File: src/rtl/riscv_mem_arbiter.sv
// rtl/riscv_mem_arbiter.sv - shares one single-port synchronous RAM between fetch (IF) and data (DM) ports
//
// Ports:
//   clk, rst                      rising-edge clock, synchronous active-high reset
//   if_req/if_addr                fetch read request (held until granted)
//   if_gnt/if_rvalid/if_rdata     fetch grant and response (response one cycle after grant)
//   dm_req/dm_we/dm_be/dm_addr/dm_wdata   data request (held until granted)
//   dm_gnt/dm_rvalid/dm_rdata/dm_err      data grant, response and out-of-range flag
//   stall_if/stall_mem            request present but not granted this cycle
//   mem_en/mem_we/mem_addr/mem_wdata/mem_rdata   single-port RAM interface
//   perf_conflict/perf_if_stall   performance counters, present only when ARB_PERF_CNT_EN is defined
//
// Optional feature macro: ARB_PERF_CNT_EN

module riscv_mem_arbiter #(
  parameter int AW         = 10,
  parameter int STARVE_MAX = 3
) (
  input  logic          clk,
  input  logic          rst,
  input  logic          if_req,
  input  logic [31:0]   if_addr,
  output logic          if_gnt,
  output logic          if_rvalid,
  output logic [31:0]   if_rdata,
  input  logic          dm_req,
  input  logic          dm_we,
  input  logic [3:0]    dm_be,
  input  logic [31:0]   dm_addr,
  input  logic [31:0]   dm_wdata,
  output logic          dm_gnt,
  output logic          dm_rvalid,
  output logic [31:0]   dm_rdata,
  output logic          dm_err,
  output logic          stall_if,
  output logic          stall_mem,
`ifdef ARB_PERF_CNT_EN
  output logic [31:0]   perf_conflict,
  output logic [31:0]   perf_if_stall,
`endif
  output logic          mem_en,
  output logic [3:0]    mem_we,
  output logic [AW-1:0] mem_addr,
  output logic [31:0]   mem_wdata,
  input  logic [31:0]   mem_rdata
);

  localparam logic [1:0] RESP_IDLE = 2'd0;
  localparam logic [1:0] RESP_IF   = 2'd1;
  localparam logic [1:0] RESP_DM   = 2'd2;
  localparam logic [1:0] RESP_ERR  = 2'd3;

  logic [1:0] resp_own;
  logic [3:0] starve_cnt;
  logic       starved;
  logic       dm_in_range;
  logic       live;

  // Fetch addresses are never range-checked; only the word index is used.
  logic unused_if_bits;
  assign unused_if_bits = ^{if_addr[31:AW+2], if_addr[1:0]};

  assign live        = ~rst;
  assign starved     = (starve_cnt == 4'(STARVE_MAX));
  assign dm_in_range = (dm_addr[31:AW+2] == '0) && (dm_addr[1:0] == 2'b00);

  // DM normally wins a conflict; IF wins once it has been denied STARVE_MAX times in a row.
  always_comb begin
    if_gnt = 1'b0;
    dm_gnt = 1'b0;
    if (live) begin
      if (if_req && (!dm_req || starved)) begin
        if_gnt = 1'b1;
      end else if (dm_req) begin
        dm_gnt = 1'b1;
      end
    end
  end

  assign stall_if  = live & if_req & ~if_gnt;
  assign stall_mem = live & dm_req & ~dm_gnt;

  // An out-of-range DM access is still granted but never reaches the RAM.
  always_comb begin
    mem_en    = 1'b0;
    mem_we    = 4'b0000;
    mem_addr  = '0;
    mem_wdata = 32'h0;
    if (if_gnt) begin
      mem_en   = 1'b1;
      mem_addr = if_addr[AW+1:2];
    end else if (dm_gnt && dm_in_range) begin
      mem_en   = 1'b1;
      mem_addr = dm_addr[AW+1:2];
      if (dm_we) begin
        mem_we    = dm_be;
        mem_wdata = dm_wdata;
      end
    end
  end

  // Responses are gated with reset so a read granted just before reset never surfaces.
  always_comb begin
    if_rvalid = live && (resp_own == RESP_IF);
    if_rdata  = if_rvalid ? mem_rdata : 32'h0;
    dm_rvalid = live && ((resp_own == RESP_DM) || (resp_own == RESP_ERR));
    dm_rdata  = (live && (resp_own == RESP_DM)) ? mem_rdata : 32'h0;
    dm_err    = (live && (resp_own == RESP_ERR)) || (dm_gnt && dm_we && !dm_in_range);
  end

  always_ff @(posedge clk) begin
    if (rst) begin
      resp_own   <= RESP_IDLE;
      starve_cnt <= 4'd0;
    end else begin
      if (if_gnt) begin
        resp_own <= RESP_IF;
      end else if (dm_gnt && !dm_we) begin
        resp_own <= dm_in_range ? RESP_DM : RESP_ERR;
      end else begin
        resp_own <= RESP_IDLE;
      end

      if (if_req && !if_gnt) begin
        starve_cnt <= (starve_cnt == 4'hF) ? starve_cnt : starve_cnt + 4'd1;
      end else begin
        starve_cnt <= 4'd0;
      end
    end
  end

`ifdef ARB_PERF_CNT_EN
  always_ff @(posedge clk) begin
    if (rst) begin
      perf_conflict <= 32'h0;
      perf_if_stall <= 32'h0;
    end else begin
      if (if_req && dm_req) perf_conflict <= perf_conflict + 32'd1;
      if (stall_if)         perf_if_stall <= perf_if_stall + 32'd1;
    end
  end
`endif

endmodule

File: config.mk
export PLATFORM = sky130hd
export DESIGN_NAME = riscv_mem_arbiter
export DESIGN_NICKNAME = d
export VERILOG_FILES = /design/src/rtl/riscv_mem_arbiter.sv
export SDC_FILE = /design/constraint.sdc
export NUM_CORES = 1
export LEC_CHECK = 0
export BUFFER_PORTS_ARGS = -buffer_cell sky130_fd_sc_hd__buf_4
export CELL_PAD_IN_SITES_DETAIL_PLACEMENT = 1
export CELL_PAD_IN_SITES_GLOBAL_PLACEMENT = 2
export CORE_UTILIZATION = 10
export DETAILED_ROUTE_END_ITERATION = 12
export GPL_TIMING_DRIVEN = 0
export PLACE_DENSITY_LB_ADDON = 0.1
export SLEW_MARGIN = 25
export SYNTH_ARGS = -nofsm -noshare
export SYNTH_HDL_FRONTEND = slang
export SYNTH_SLANG_ARGS = --single-unit
File: constraint.sdc
create_clock -name clk -period 2.7 [get_ports clk]
set_clock_uncertainty 0.15 [all_clocks]
set_input_delay 0.135 -clock clk [delete_from_list [all_inputs] [get_ports clk]]
set_output_delay 0.135 -clock clk [all_outputs]
set_load 0.1 [all_outputs]
After elaboration in Yosys (flattened, before gate mapping)
Cells that the tools add are included.
{"block": "classes", "n_addsub": 1, "n_mul": 0, "div_mod_pow": 0, "n_lt_le_gt_ge": 0, "n_eq_ne": 5, "shifts": 0, "muxes": 20, "bitwise_logic": 9, "n_reduce_logical": 22}
{"operator": "32-bit 2-to-1 mux", "count": 5}
{"operator": "20-bit logical NOT", "count": 1}
{"operator": "10-bit 2-to-1 mux", "count": 2}
{"operator": "4-bit 2-to-1 mux", "count": 3}
{"operator": "1-bit logical AND", "count": 11}
{"operator": "1-bit 2-to-1 mux", "count": 10}
{"operator": "1-bit inverter", "count": 5}
{"operator": "4-bit by 1-bit adder with 4-bit output, second input constant", "count": 1}
{"operator": "1-bit AND", "count": 4}
{"operator": "2-bit == test, second input constant", "count": 2}
{"operator": "4-bit by 2-bit == test with 1-bit output, second input constant", "count": 1}
{"operator": "4-bit == test, second input constant", "count": 1}
{"operator": "1-bit logical NOT", "count": 4}
{"operator": "1-bit logical OR", "count": 3}
{"operator": "3-bit OR reduction", "count": 1}
{"operator": "2-bit by 1-bit == test with 1-bit output, second input constant", "count": 1}
{"operator": "2-bit logical NOT", "count": 1}
{"operator": "2-bit OR reduction", "count": 1}
{"block": "word_totals", "register_bits": 6, "latch_bits": 0, "ram_bits": 0, "romBits": 0, "input_bits": 137, "out_inout_bits": 118, "mem_count": 0}

Longest topological paths before layout
Gate-level depths: netlist of run 1.
{"block": "logic_depth", "word_depth": 9, "ltp_mapped": 7, "ltp_nobuf": 6}

Worst setup path after synthesis of run 1
OpenSTA, ideal clock, no wires.
{"block": "synth_path", "kind": "register -> output", "from": "register starve_cnt[0]", "to": "output port mem_wdata[20]", "t_arrival_ns": 3.869, "setup_slack_ns": -1.454, "path_stages_with_launch": 7, "path_buffers": 0, "cell_sequence": "dfxtp_1 -> ha_1 -> nor3b_1 -> a211o_1 -> inv_1 -> nand2_1 -> nor3_1"}
{"block": "synth_via", "elab_chain_cells": 8, "elab_cells_between_ends": 10, "classes_between": "1 x eq/ne; 6 x mux; 3 x reduce/logical"}
{"element": "from (decl)", "line": "54", "source": "logic [3:0] starve_cnt;"}
{"element": "from (signal assigned)", "line": "125", "source": "starve_cnt <= (starve_cnt == 4'hF) ? starve_cnt : starve_cnt + 4'd1;"}
{"element": "4-bit by 2-bit == test with 1-bit output", "line": "64", "source": "assign starved = (starve_cnt == 4'(STARVE_MAX));"}
{"element": "1-bit logical OR", "line": "72", "source": "if (if_req && (!dm_req || starved)) begin"}
{"element": "1-bit logical AND", "line": "72"}
{"element": "1-bit 2-to-1 mux", "line": "72"}
{"element": "1-bit 2-to-1 mux", "line": "71", "source": "if (live) begin"}
{"element": "named net dm_gnt", "line": "31", "source": "output logic dm_gnt,"}
{"element": "1-bit logical AND", "line": "92", "source": "end else if (dm_gnt && dm_in_range) begin"}
{"element": "32-bit 2-to-1 mux", "line": "92"}
{"element": "32-bit 2-to-1 mux", "line": "89", "source": "if (if_gnt) begin"}
{"element": "to (decl)", "line": "44", "source": "output logic [31:0] mem_wdata,"}
The timed path passes the listed nets, and every way through them passes these cells.

Worst setup path after layout of run 1
{"block": "layout_path", "from": "register starve_cnt[0]", "to": "output port mem_we[0]"}
{"block": "layout_via", "elab_chain_cells": 8, "elab_cells_between_ends": 10, "classes_between": "1 x eq/ne; 6 x mux; 3 x reduce/logical"}
{"element": "4-bit by 2-bit == test with 1-bit output (*)", "line": "64"}
{"element": "1-bit logical OR (*)", "line": "72"}
{"element": "1-bit logical AND (*)", "line": "72"}
{"element": "1-bit 2-to-1 mux", "line": "72"}
{"element": "1-bit 2-to-1 mux", "line": "71"}
{"element": "1-bit logical AND", "line": "92"}
{"element": "4-bit 2-to-1 mux", "line": "92"}
{"element": "4-bit 2-to-1 mux (*)", "line": "89"}
{"element": "to (decl)", "line": "42", "source": "output logic [3:0] mem_we,"}
Mark *: on every way between the ends. The rest lies on a longest branch, timed or not.

==> results.ini, run 1 <==
[place]
port_buffers=232
hpwlAfterDp_um=7530
dp_cells=626
dp_worst_setup_slack_ns=-0.0271
gp_congestion=0.666

[sta]
fmax_ghz=0.382
relSlewSlack_pct=55.9
fin_ws_ns=0.0855
worst_pin_slew_ns=0.660
timing.hold.ws_ns=0.113
rsz0062_at_grt=no
slew_violations=0
post-route-period-util_pct=96.8
period_needed_ns=2.61
setup_viol=0
hold_violations=0
tns_ns=0

[global_routing]
grt_pass1_vias=2379
track_usage_pct=10.6
grt_pass1_wl_um=12300
antenna_found_initial=0
globalRouteOverflowTotal=0
grt_max_degree=11

[logic_synthesis]
syn-mean-instance-area_um2=6.74
synth_fp_nets=352
yosysSeqAreaShare_pct=8.33
synth_seq_cells=6
yosysWarnings=0
ys_top_cells_by_count=and2_1 (64), inv_1 (40), nor3_2 (30)
netlist_area_um2=1440
synth_top_area_cell=and2_1
synthArstFlopShare_pct=0
synth_ff_type=dfxtp_1
syn_inst=214
synth_edf_count=0
yosysMostFrequentCell=and2_1
synthTopCellsByArea=and2_1 (28%), nor3_2 (21%), inv_1 (10%), dfxtp_1 (8.3%), a22o_1 (6.1%)
synth_cell_types=30
synth_top_area_share_pct=27.8

[setup_path]
start_kind=flip-flop
cp_max_fo=10
end_kind=output pin
critPathRequiredTime_ns=2.41
cp.arrival_ns=2.33
timing_worst_setup_path_type=reg -> out
r2r_setup_slack_ns=1.07

[finish]
finalCoreUtilization_pct=29.6
drive_gt1_share_pct=67.3
antenna_cells=0
syn2layout_area_growth_pct=187
nets=595
stdcell_count=635

[pwr]
leakagePower_nw=2.14
powerDensity_nw_per_um2=203
peakVddDrop_uv=182

[drt]
wirelength_um=8790
vias=2371
drtAntennaViolNets=0
drt_iter0_markers=35
first_pass_iters=2
routedWlPerCell_um=13.8
drc=0
via_per_inst=3.73

[hold_path]
hold_class=in -> reg

[cts]
root_buffer=clkbuf_16
cts_buffers=3
clock_sinks=6
clock_path_buffers=2
htreeDepth=1
clkTransAtPathRegs_ns=0.03
cts_tree=done
clock_latency_ns=0.22

[floorplanning]
io_pins=255
initial_core_util_pct=10.3
die_h_um=122
die_area_um2=14900
fp.dieW_um=122
rows=43
core-area_um2=14000

[outcome]
outcome=finished, final reports clean

[run]
cap_violations=0

-- metrics by stage --
step / total power [mW] / area [µm²]
final: 0.842 / 4140
after global placement: 0.597 / 3670
after detailed placement: 0.602 / 3670
after global routing: 0.884 / 4140
after floorplan: 0.404 / 1700
after CTS: 0.849 / 3830
-- layout make-up --
| cell class | instances | area (µm²) |
|---|---|---|
| inverters | 40 | 150 |
| multi-input cells | 153 | 1370 |
| well taps | 180 | 225 |
| flip-flops and latches | 6 | 123 |
| plain buffers | 15 | 133 |
| clock buffers | 3 | 75.1 |
| fillers | 1675 | 9850 |
| repair buffers | 238 | 2060 |
-- worst max-delay path, stage by stage, from the launching register on --
cell and delay [ns]:
dfxtp_2 0.34, ha_4 0.18, nor3b_4 0.16, a211o_4 0.38, or3_4 0.45, buf_6 0.20, nor3_4 0.13, buf_6 0.25
-- timing repair --
item                                   4_1_cts  5_1_grt
cloned                                       0        2
resized for setup                           21       65
pin swaps                                    0        4
hold buffers                                 1        0
setup endpoints to repair                   31       41
endpoints found under the hold margin        1        0
buffers inserted                             0        4
-- where the power goes --
group | switching [mW] | internal (mW) | leakage [nW]
clock network | 0.0451 | 0.190 | 0.0370
logic | 0.333 | 0.180 | 2.05
registers | 0.00232 | 0.0919 | 0.0498
total | 0.380 | 0.462 | 2.14
-- routing by layer --
| layer | part of all wire (%) | vias up | global-route usage, % | routed length (µm) |
|---|---|---|---|---|
| li1 | - | 1172 | - | - |
| met1 | 35 | 1109 | 10.8 | 3060 |
| met2 | 60 | 88 | 22.5 | 5240 |
| met3 | 5.3 | 2 | 1.59 | 468 |
| met4 | 0.25 | 0 | 1.14 | 22 |
| met5 | 0 | - | 0 | 0 |
-- final timing paths --
check                           depth (start not counted)                        from                    endpoint
worst max-delay path                                    7  starve_cnt[0]$_SDFFE_PP0P_                   mem_we[0]
worst min-delay path                                    3                      if_req      resp_own[1]$_SDFF_PP0_
worst max register to register                          5  starve_cnt[0]$_SDFFE_PP0P_      resp_own[0]$_SDFF_PP0_
worst min register to register                          2  starve_cnt[0]$_SDFFE_PP0P_  starve_cnt[3]$_SDFFE_PP0P_
-- cells in the final DEF, fill, tap and decap left out, types with 2 or more instances in the layout --
master       n
nor2_1       6
buf_6       16
a22o_2       8
a22o_1       2
nand2_1      3
buf_8       22
buf_12       6
nor3_4      31
or3_4        2
nor4_1       5
and2_1      64
clkbuf_16    4
o21ai_0      3
a22oi_1      2
or2_2        2
nor2b_1      2
nand3_1      3
buf_4      200
inv_1       40
dfxtp_2      2
clkbuf_1     5
nor3_2       6
dfxtp_1      4
-- sequential cells by signal, summed over array words and instances, names as in the netlist --
name	flops
resp_own	2
starve_cnt	4
-- logic make-up (layout without fill, tap and decap cells) --
group	count (synthesis)	after routing	share of synthesized area (%)
compound gates	20	20	11.0
fa+ha+maj	1	1	0.867
buf+inv	56	296	17.3
flops	6	6	8.33
mux	1	1	0.694
simple gates	130	131	61.8
No activity file was read; power rests on OpenSTA's default activity.
==> inputs of run 2 (changes only) <==
--- a/config.mk
+++ b/config.mk
@@ -12,6 +12,7 @@
 export DETAILED_ROUTE_END_ITERATION = 12
 export GPL_TIMING_DRIVEN = 0
 export PLACE_DENSITY_LB_ADDON = 0.1
+export REMOVE_ABC_BUFFERS = 1
 export SLEW_MARGIN = 25
 export SYNTH_ARGS = -nofsm -noshare
 export SYNTH_HDL_FRONTEND = slang
==> run 2 against run 1 <==
Net effect:
- clock power increased by 2%
- cell area down 9.7%
- flip-flop and latch count stayed put
- count of clock-buffer cells in the layout unchanged
- die area stayed put
- core utilization is 2.9 points lower
- global-route usage fell by 0.48 points
- non-clock buffer count is 12 lower
- critical path type unchanged
- sequential power rose by 0.6%
- worst setup slack worse by 0.018 ns
- critical path depth did not move
- via count is 2.0% lower
==> results.ini, run 2 (synthesized netlist as in run 1, its figures left out) <==
[drt]
first_pass_iters=3
drt_iter0_markers=33
via_per_inst=3.74
wirelength_um=8150
drc=0
vias=2324
routedWlPerCell_um=13.1
drtAntennaViolNets=0

[finish]
finalCoreUtilization_pct=26.7
antenna_cells=0
final_cell_mix=buf_4 (208), and2_1 (64), inv_1 (40)
largest_register_ffs=4
nets=582
max_flop_register=starve_cnt
fillers=1707
layout_commonest_cell=buf_4
syn2layout_area_growth_pct=159
stdcell_count=622
biggestRegsByFlops=starve_cnt x4, resp_own x2
drive_gt1_share_pct=65.4

[setup_path]
path_cells=ha_4, nor3b_2, a211o_1, or3_4, buf_12, nor3_2, buf_4
timing_worst_setup_path_type=reg -> out
path_buf_inv=2
cpPeakStageDelay_ns=0.40
cp.arrival_ns=2.35
cpMaxStageDelayCell=or3_4
critPathRequiredTime_ns=2.41
end_kind=output pin
crit_family=simple AND/OR/NAND/NOR gates
start_kind=flip-flop
cp_max_fo=16

[place]
dp_worst_setup_slack_ns=-0.604
hpwlAfterDp_um=7010
port_buffers=232
dp_cells=615
gp_congestion=0.651

[sta]
setup_viol=0
worst_pin_slew_ns=0.606
period_needed_ns=2.63
relSlewSlack_pct=59.5
hold_violations=0
fmax_ghz=0.380
tns_ns=0
slew_violations=0
post-route-period-util_pct=97.5
fin_ws_ns=0.0672

[global_routing]
globalRouteOverflowTotal=0
antenna_found_initial=0
grt_max_degree=33
grt_pass1_wl_um=11900
grt_pass1_vias=2343
track_usage_pct=10.1

[pwr]
p_comb_share_pct=59.6
peakVddDrop_uv=145
powerDensity_nw_per_um2=221
p_sw_share_pct=44.1
leakagePower_nw=1.98
power_frac_clock_pct=28.9
p_total_mw=0.825
pwr-share-seq_pct=11.5
switching_power_mw=0.364
p_int_mw=0.461

[cts]
clock_path_buffers=2
clock_sinks=6
cts_buffers=3
root_buffer=clkbuf_16
cts_tree=done
clkTransAtPathRegs_ns=0.03
htreeDepth=1
clock_latency_ns=0.23

[run]
cap_violations=0

[floorplanning]
core-area_um2=14000
rows=43
io_pins=255
initial_core_util_pct=10.3
die_area_um2=14900
fp.dieW_um=122
die_h_um=122

[outcome]
outcome=finished, final reports clean

[hold_path]
hold_class=in -> reg

run 2: final cells by class:
class	instances	area, µm²	share of cell area, %
Timing Repair Buffer	241	1980	53.0
Multi-Input combinational cell	152	1180	31.7
Tap cell	180	225	6.02
Inverter	40	150	4.02
Sequential cell	6	121	3.25
Clock buffer	3	75.1	2.01
run 2: timing repair:
| action | CTS | global route |
|---|---|---|
| pin swaps | 2 | 2 |
| hold endpoints to repair | 1 | 0 |
| hold buffers | 1 | 0 |
| resized for setup | 26 | 20 |
| setup buffers | 2 | 1 |
| endpoints found under the setup margin | 48 | 44 |
run 2: power by group through the flow:
stage / Clock [mW] / Combinational (mW) / Sequential [mW]
global route: 0.256 / 0.519 / 0.0953
global placement: 0 / 0.470 / 0.0948
finish: 0.239 / 0.492 / 0.0948
detailed placement: 0 / 0.485 / 0.0955
floorplan: 0 / 0.279 / 0.0943
CTS: 0.245 / 0.494 / 0.0943
run 2: final timing paths:
check                        startpoint                         end  slack, ns  cells after the start
max          starve_cnt[0]$_SDFFE_PP0P_                mem_wdata[1]       0.07                      7
min                              dm_req  starve_cnt[0]$_SDFFE_PP0P_       0.13                      3
max reg2reg  starve_cnt[1]$_SDFFE_PP0P_      resp_own[0]$_SDFF_PP0_       0.92                      6
min reg2reg  starve_cnt[0]$_SDFFE_PP0P_  starve_cnt[0]$_SDFFE_PP0P_       0.44                      3
run 2: tightest hold or removal path: cells and delay by family:
| kind | cells | cell delay (ns) |
|---|---|---|
| buf+inv | 1 | 0.09 |
| simple gates | 2 | 0.25 |
run 2: per-layer routing:
metal  up-vias  track usage (%)  routed length, µm
met2       161             19.4               4170
met4         0             2.06                 53
met1      1020             10.2               2770
met3         4             3.79               1160
met5         -                0                  0
li1       1139                -                  -
run 2: per-stage QoR:
| stage | cell area (µm²) | hold slack (ns) |
|---|---|---|
| 3_5_place_dp | 3410 | 0.191 |
| 6_report | 3740 | 0.132 |
| 4_1_cts | 3640 | 0.141 |
| 3_3_place_gp | 3310 | 0.183 |
| 5_1_grt | 3740 | 0.147 |
| 2_1_floorplan | 1340 | 0.0690 |
